--- src/rtl/fifo_wptr_ctrl_if.sv ---
// -----------------------------------------------------------------------------
// fifo_wptr_ctrl_if
// Purpose : groups the write-side control signals of an asynchronous FIFO's
//           write-pointer controller.
// Signals :
//   winc         write request (master -> controller)
//   wclr_ovf     clear sticky overflow flag (master -> controller)
//   wq2_rptr     Gray read pointer, already synchronized into the write clock
//   waddr        RAM write address (controller -> master)
//   wptr         registered Gray write pointer for the read-side synchronizer
//   wfull        registered full flag
//   walmost_full registered almost-full flag
//   wlevel       registered fill level, 0..DEPTH
//   woverflow    sticky flag, set by a write attempted while full
// Modports: master drives requests and observes status; slave is the
//           controller itself.
// -----------------------------------------------------------------------------
interface fifo_wptr_ctrl_if #(
    parameter int ADDRESS_WIDTH = 3
);
    logic                     winc;
    logic                     wclr_ovf;
    logic [ADDRESS_WIDTH:0]   wq2_rptr;
    logic [ADDRESS_WIDTH-1:0] waddr;
    logic [ADDRESS_WIDTH:0]   wptr;
    logic                     wfull;
    logic                     walmost_full;
    logic [ADDRESS_WIDTH:0]   wlevel;
    logic                     woverflow;

    modport master (
        output winc,
        output wclr_ovf,
        output wq2_rptr,
        input  waddr,
        input  wptr,
        input  wfull,
        input  walmost_full,
        input  wlevel,
        input  woverflow
    );

    modport slave (
        input  winc,
        input  wclr_ovf,
        input  wq2_rptr,
        output waddr,
        output wptr,
        output wfull,
        output walmost_full,
        output wlevel,
        output woverflow
    );
endinterface

--- src/rtl/fifo_wptr_ctrl.sv ---
// -----------------------------------------------------------------------------
// fifo_wptr_ctrl
// Purpose : write-domain pointer and flag logic of an asynchronous FIFO.
//           Keeps a binary write pointer, publishes its Gray code from a flop,
//           and derives registered full / almost-full / level flags from the
//           synchronized Gray read pointer. Tracks a sticky overflow flag.
// Ports   :
//   wclk  write-domain clock, all state updates on its rising edge
//   wrst  synchronous active-high reset
//   bus   fifo_wptr_ctrl_if.slave (winc, wclr_ovf, wq2_rptr in;
//         waddr, wptr, wfull, walmost_full, wlevel, woverflow out)
// Parameters:
//   ADDRESS_WIDTH  RAM address bits (2..16); DEPTH = 2**ADDRESS_WIDTH
//   AFULL_THRESH   free-slot count at or below which almost-full asserts
// -----------------------------------------------------------------------------
module fifo_wptr_ctrl #(
    parameter int ADDRESS_WIDTH = 3,
    parameter int AFULL_THRESH  = 2
) (
    input  logic               wclk,
    input  logic               wrst,
    fifo_wptr_ctrl_if.slave    bus
);
    localparam int AW = ADDRESS_WIDTH;

    // One extra bit over the pointer width so DEPTH - level never aliases.
    localparam logic [AW+1:0] DEPTH_EXT  = {2'b01, {AW{1'b0}}};
    localparam logic [AW+1:0] THRESH_EXT = (AW+2)'(AFULL_THRESH);

    logic [AW:0] wbin_q,  wbin_d;
    logic [AW:0] wptr_q,  wptr_d;
    logic [AW:0] wlevel_q, wlevel_d;
    logic        wfull_q,  wfull_d;
    logic        walmost_full_q, walmost_full_d;
    logic        woverflow_q,    woverflow_d;

    logic        accept;
    logic [AW:0] rbin;
    logic [AW:0] full_cmp;
    logic [AW+1:0] free_ext;

    // Gray -> binary: each binary bit is the XOR of all Gray bits at or above it.
    genvar gi;
    generate
        for (gi = 0; gi <= AW; gi++) begin : g_rbin
            assign rbin[gi] = ^bus.wq2_rptr[AW:gi];
        end
    endgenerate

    // The write pointer is exactly DEPTH ahead of the read pointer when its
    // Gray code matches the read Gray code with the two MSBs inverted.
    assign full_cmp = {~bus.wq2_rptr[AW:AW-1], bus.wq2_rptr[AW-2:0]};

    always_comb begin
        accept         = bus.winc & ~wfull_q;
        wbin_d         = wbin_q + {{AW{1'b0}}, accept};
        wptr_d         = wbin_d ^ (wbin_d >> 1);
        wfull_d        = (wptr_d == full_cmp);
        wlevel_d       = wbin_d - rbin;
        free_ext       = DEPTH_EXT - {1'b0, wlevel_d};
        walmost_full_d = (free_ext <= THRESH_EXT);

        // A rejected write beats a simultaneous clear.
        woverflow_d = woverflow_q;
        if (bus.winc && wfull_q) begin
            woverflow_d = 1'b1;
        end else if (bus.wclr_ovf) begin
            woverflow_d = 1'b0;
        end
    end

    always_ff @(posedge wclk) begin
        if (wrst) begin
            wbin_q         <= '0;
            wptr_q         <= '0;
            wlevel_q       <= '0;
            wfull_q        <= 1'b0;
            walmost_full_q <= 1'b0;
            woverflow_q    <= 1'b0;
        end else begin
            wbin_q         <= wbin_d;
            wptr_q         <= wptr_d;
            wlevel_q       <= wlevel_d;
            wfull_q        <= wfull_d;
            walmost_full_q <= walmost_full_d;
            woverflow_q    <= woverflow_d;
        end
    end

    assign bus.waddr        = wbin_q[AW-1:0];
    assign bus.wptr         = wptr_q;
    assign bus.wfull        = wfull_q;
    assign bus.walmost_full = walmost_full_q;
    assign bus.wlevel       = wlevel_q;
    assign bus.woverflow    = woverflow_q;
endmodule

--- src/flat_wrapper.sv ---
// flat-port wrapper written by rule: the top's interface ports become plain ports
module fifo_wptr_ctrl_flat 
#(
    parameter int ADDRESS_WIDTH = 3,
    parameter int AFULL_THRESH  = 2
)
  (wclk, wrst, bus_winc, bus_wclr_ovf, bus_wq2_rptr, bus_waddr, bus_wptr, bus_wfull, bus_walmost_full, bus_wlevel, bus_woverflow);
  fifo_wptr_ctrl_if #(.ADDRESS_WIDTH(ADDRESS_WIDTH)) bus_i ();
  input  logic wclk;
  input  logic wrst;
  input wire logic [$bits(bus_i.winc)-1:0] bus_winc;
  input wire logic [$bits(bus_i.wclr_ovf)-1:0] bus_wclr_ovf;
  input wire logic [$bits(bus_i.wq2_rptr)-1:0] bus_wq2_rptr;
  output wire logic [$bits(bus_i.waddr)-1:0] bus_waddr;
  output wire logic [$bits(bus_i.wptr)-1:0] bus_wptr;
  output wire logic [$bits(bus_i.wfull)-1:0] bus_wfull;
  output wire logic [$bits(bus_i.walmost_full)-1:0] bus_walmost_full;
  output wire logic [$bits(bus_i.wlevel)-1:0] bus_wlevel;
  output wire logic [$bits(bus_i.woverflow)-1:0] bus_woverflow;
  assign bus_i.winc = bus_winc;
  assign bus_i.wclr_ovf = bus_wclr_ovf;
  assign bus_i.wq2_rptr = bus_wq2_rptr;
  assign bus_waddr = bus_i.waddr;
  assign bus_wptr = bus_i.wptr;
  assign bus_wfull = bus_i.wfull;
  assign bus_walmost_full = bus_i.walmost_full;
  assign bus_wlevel = bus_i.wlevel;
  assign bus_woverflow = bus_i.woverflow;
  fifo_wptr_ctrl #(.ADDRESS_WIDTH(ADDRESS_WIDTH), .AFULL_THRESH(AFULL_THRESH)) u_core (.wclk(wclk), .wrst(wrst), .bus(bus_i));
endmodule
--- config.mk ---
export PLATFORM = sky130hd
export DESIGN_NAME = fifo_wptr_ctrl_flat
export DESIGN_NICKNAME = d
export VERILOG_FILES = /design/src/rtl/fifo_wptr_ctrl_if.sv /design/src/rtl/fifo_wptr_ctrl.sv /design/src/flat_wrapper.sv
export SDC_FILE = /design/constraint.sdc
export NUM_CORES = 1
export LEC_CHECK = 0
export BUFFER_PORTS_ARGS = -buffer_cell sky130_fd_sc_hd__buf_2
export CAP_MARGIN = 20
export CORE_MARGIN = 1.5
export CORE_UTILIZATION = 45
export DETAILED_ROUTE_END_ITERATION = 6
export PLACE_DENSITY = 0.72
export SLEW_MARGIN = 20
export SYNTH_ARGS = -nofsm -noshare
export SYNTH_HDL_FRONTEND = slang
export SYNTH_SLANG_ARGS = --single-unit
--- constraint.sdc ---
create_clock -name wclk -period 2.6 [get_ports wclk]
set_clock_uncertainty 0.15 [all_clocks]
set_input_delay 0.39 -clock wclk [delete_from_list [all_inputs] [get_ports wclk]]
set_output_delay 0.39 -clock wclk [all_outputs]
set_load 0.02 [all_outputs]
==> flow_summary_export.csv <==
group,metric,value,unit
synthesis,yosysSeqAreaShare,0.355,
critical_path,crit_required,2.62,ns
place,postPlaceCellArea,972,µm²
clock_network,cts_setup_buffers,0,
cells_and_area,design_area,0.00101,mm²
floorplanning,initial_utilization,0.501,
clock_network,clkSlewWorstSetupHoldPaths,0.08,ns
cells_and_area,final_common_cell,"buf_2",
clock_network,cts_buffers,3,
critical_path,start_kind,"register",
floorplanning,io_pins,22,
synthesis,ys_types,27,
detailed_routing,wirelength,1500,µm
power_and_ir_drop,power_density,698,mW/mm²
timing,fin_crit,2.38,ns
cells_and_area,nFillCells,138,
synthesis,synth-main-ff-cell,"dfxtp_1",
floorplanning,die_w,44.9,µm
timing,setup_viol,0,
detailed_routing,wl_per_cell,11.8,µm
place,dp.cells,123,
clock_network,cts-root-buf,"clkbuf_4",
detailed_routing,routed_via_density,5.01,
detailed_routing,num_vias,636,
floorplanning,die_area,0.00201,mm²
min_path,hold_path_depth,3,
cells_and_area,layout.cells.non_filler,127,
critical_path,cp-end-kind,"register",
power_and_ir_drop,totalPowerFinal,706,µW
timing,hold_ws,0.218,ns
timing,worstMarginPinSlew,0.349,ns
timing,finalHoldViolations,0,
timing,grt_setup_unrepaired,"false",
detailed_routing,ant_nets,0,
timing,maxSlewViolCount,0,
min_path,hold_class,"primary input to register",
cells_and_area,num-nets-final,127,
floorplanning,rows,14,
synthesis,yosysTopAreaCell,"dfxtp_1",
floorplanning,coreArea,0.00158,mm²
synthesis,synth.cell_area,790,µm²
synthesis,syn-instance-count,81,
critical_path,r2r_cells,11,
timing,finalCritPeriodShare,0.916,
global_routing,grt_use_total,0.168,
clock_network,cts_tree,"built",
clock_network,cts.sinks,14,
critical_path,critPathMaxFanout,3,
synthesis,synth_top_area_share,0.355,
clock_network,cts_resized,0,
flow_run,drv_cap,0,
clock_network,clockBufferDepth,2,
global_routing,grt_pass1_wl,2440,µm
cells_and_area,final_core_util,0.641,
clock_network,cts.htree.levels,1,
detailed_routing,drt_iter0_drc,11,
critical_path,arrival,2.40,ns
timing,slew_headroom,0.766,
timing,fmax,0.420,GHz
clock_network,holdBufCountCts,0,
synthesis,synth_fp_nets,96,
synthesis,yosysWarnings,0,
cells_and_area,syn_to_final_growth,28.1,%
synthesis,synth_seq_cells,14,
cells_and_area,drive_gt1_frac,0.360,
power_and_ir_drop,p_leak,0.482,nW
global_routing,first_global_vias,597,
place,dpl.hpwl,1230,µm
detailed_routing,firstDrtPassIters,4,
place,gp_congestion,0.850,
clock_network,clock_latency,0.27,ns
power_and_ir_drop,vdd_ir_drop_max,0.000307,V
floorplanning,die_y,44.9,µm
synthesis,synth-async-reset-ratio,0,
global_routing,grt_overflow,0,
cells_and_area,antennaDiodeCount,0,
synthesis,synth.area.top_cells,"dfxtp_1, ha_1, xnor2_1, xor2_1, xor2_2",
status,run_status,"completed",
global_routing,grt_max_degree,15,
critical_path,criticalPathCategory,"register to register",
detailed_routing,drc,0,
synthesis,synth_edf_count,0,
global_routing,antenna_found_initial,0,
place,numPortBuffers,21,
synthesis,avgSynthCellArea,9.75,µm²
cells_and_area,most-common-layout-cells,"buf_2, dfxtp_1, xnor2_1, nor2_1, buf_4",
-- cell families (layout without fill, tap and decap cells) --
family | after synthesis | after routing | share of synthesized area
simple gates | 26 | 26 | 0.166
flops | 14 | 14 | 0.355
fa+ha+maj | 7 | 7 | 0.111
xor+xnor | 16 | 16 | 0.216
buf+inv | 8 | 38 | 0.0396
compound gates | 10 | 10 | 0.113
-- layout make-up --
type                    instances  area [µm²]  area share
clock buffers                   4        36.3      0.0359
well taps                      16        20.0      0.0198
multi-input cells              59         493       0.488
inverters                       6        22.5      0.0223
repair buffers                 28         158       0.156
flip-flops and latches         14         282       0.278
-- worst max-delay path, stage by stage (launching register included) --
cell     delay, ns
dfxtp_2       0.34
nor2b_1       0.05
ha_1          0.20
ha_2          0.20
xor2_2        0.19
ha_4          0.29
nand2_1       0.05
nor3_1        0.14
a41oi_1       0.08
a31o_1        0.26
a32oi_1       0.15
and3b_1       0.18
-- cells in the mapped netlist, types with 2 or more instances --
cell type and number:
nand3_1 3, xor2_2 2, nor2b_1 5, dfxtp_1 14, a21oi_1 3, ha_1 7, nand2_1 4, xor2_1 4
inv_1 6, xnor2_1 9, nor2_1 8
-- report_power, final --
part	leakage, nW	internal (mW)	total, mW	switching, mW
Clock	0.0210	0.0851	0.152	0.0666
Sequential	0.115	0.244	0.252	0.00798
Combinational	0.345	0.131	0.302	0.170
Total	0.482	0.460	0.706	0.245
-- per-stage QoR --
stage	TNS [ns]	setup WS, ns
after global placement	-0.0212	-0.0212
after floorplan	0	0.0584
after global routing	0	0.0196
after CTS	0	0.176
after detailed placement	-0.0546	-0.0546
final	0	0.219
-- sequential cells by signal (all words and copies together) (netlist names) --
name / count
u_core.bus.wptr: 4
u_core.bus.wlevel: 4
u_core.bus.walmost_full: 1
u_core.bus.wfull: 1
u_core.bus.woverflow: 1
u_core.wbin_q: 3
-- path summary, 6_finish.rpt --
kind,startpoint,end,slack [ns]
min reg2reg,u_core.bus.woverflow,u_core.bus.woverflow,0.32
max,u_core.bus.wfull,u_core.bus.walmost_full,0.22
max reg2reg,u_core.bus.wfull,u_core.bus.walmost_full,0.22
min,bus_wclr_ovf,u_core.bus.woverflow,0.22
-- metal layers --
layer  vias up  wire, µm  share of wire  GRT usage
met5         -         0              0          0
met4         0        19          0.013     0.0941
met3         2        49          0.033     0.0120
met2        16       717           0.48      0.278
met1       288       713           0.48      0.215
li1        330         -              -          -
(Power assumes the default switching activity.)
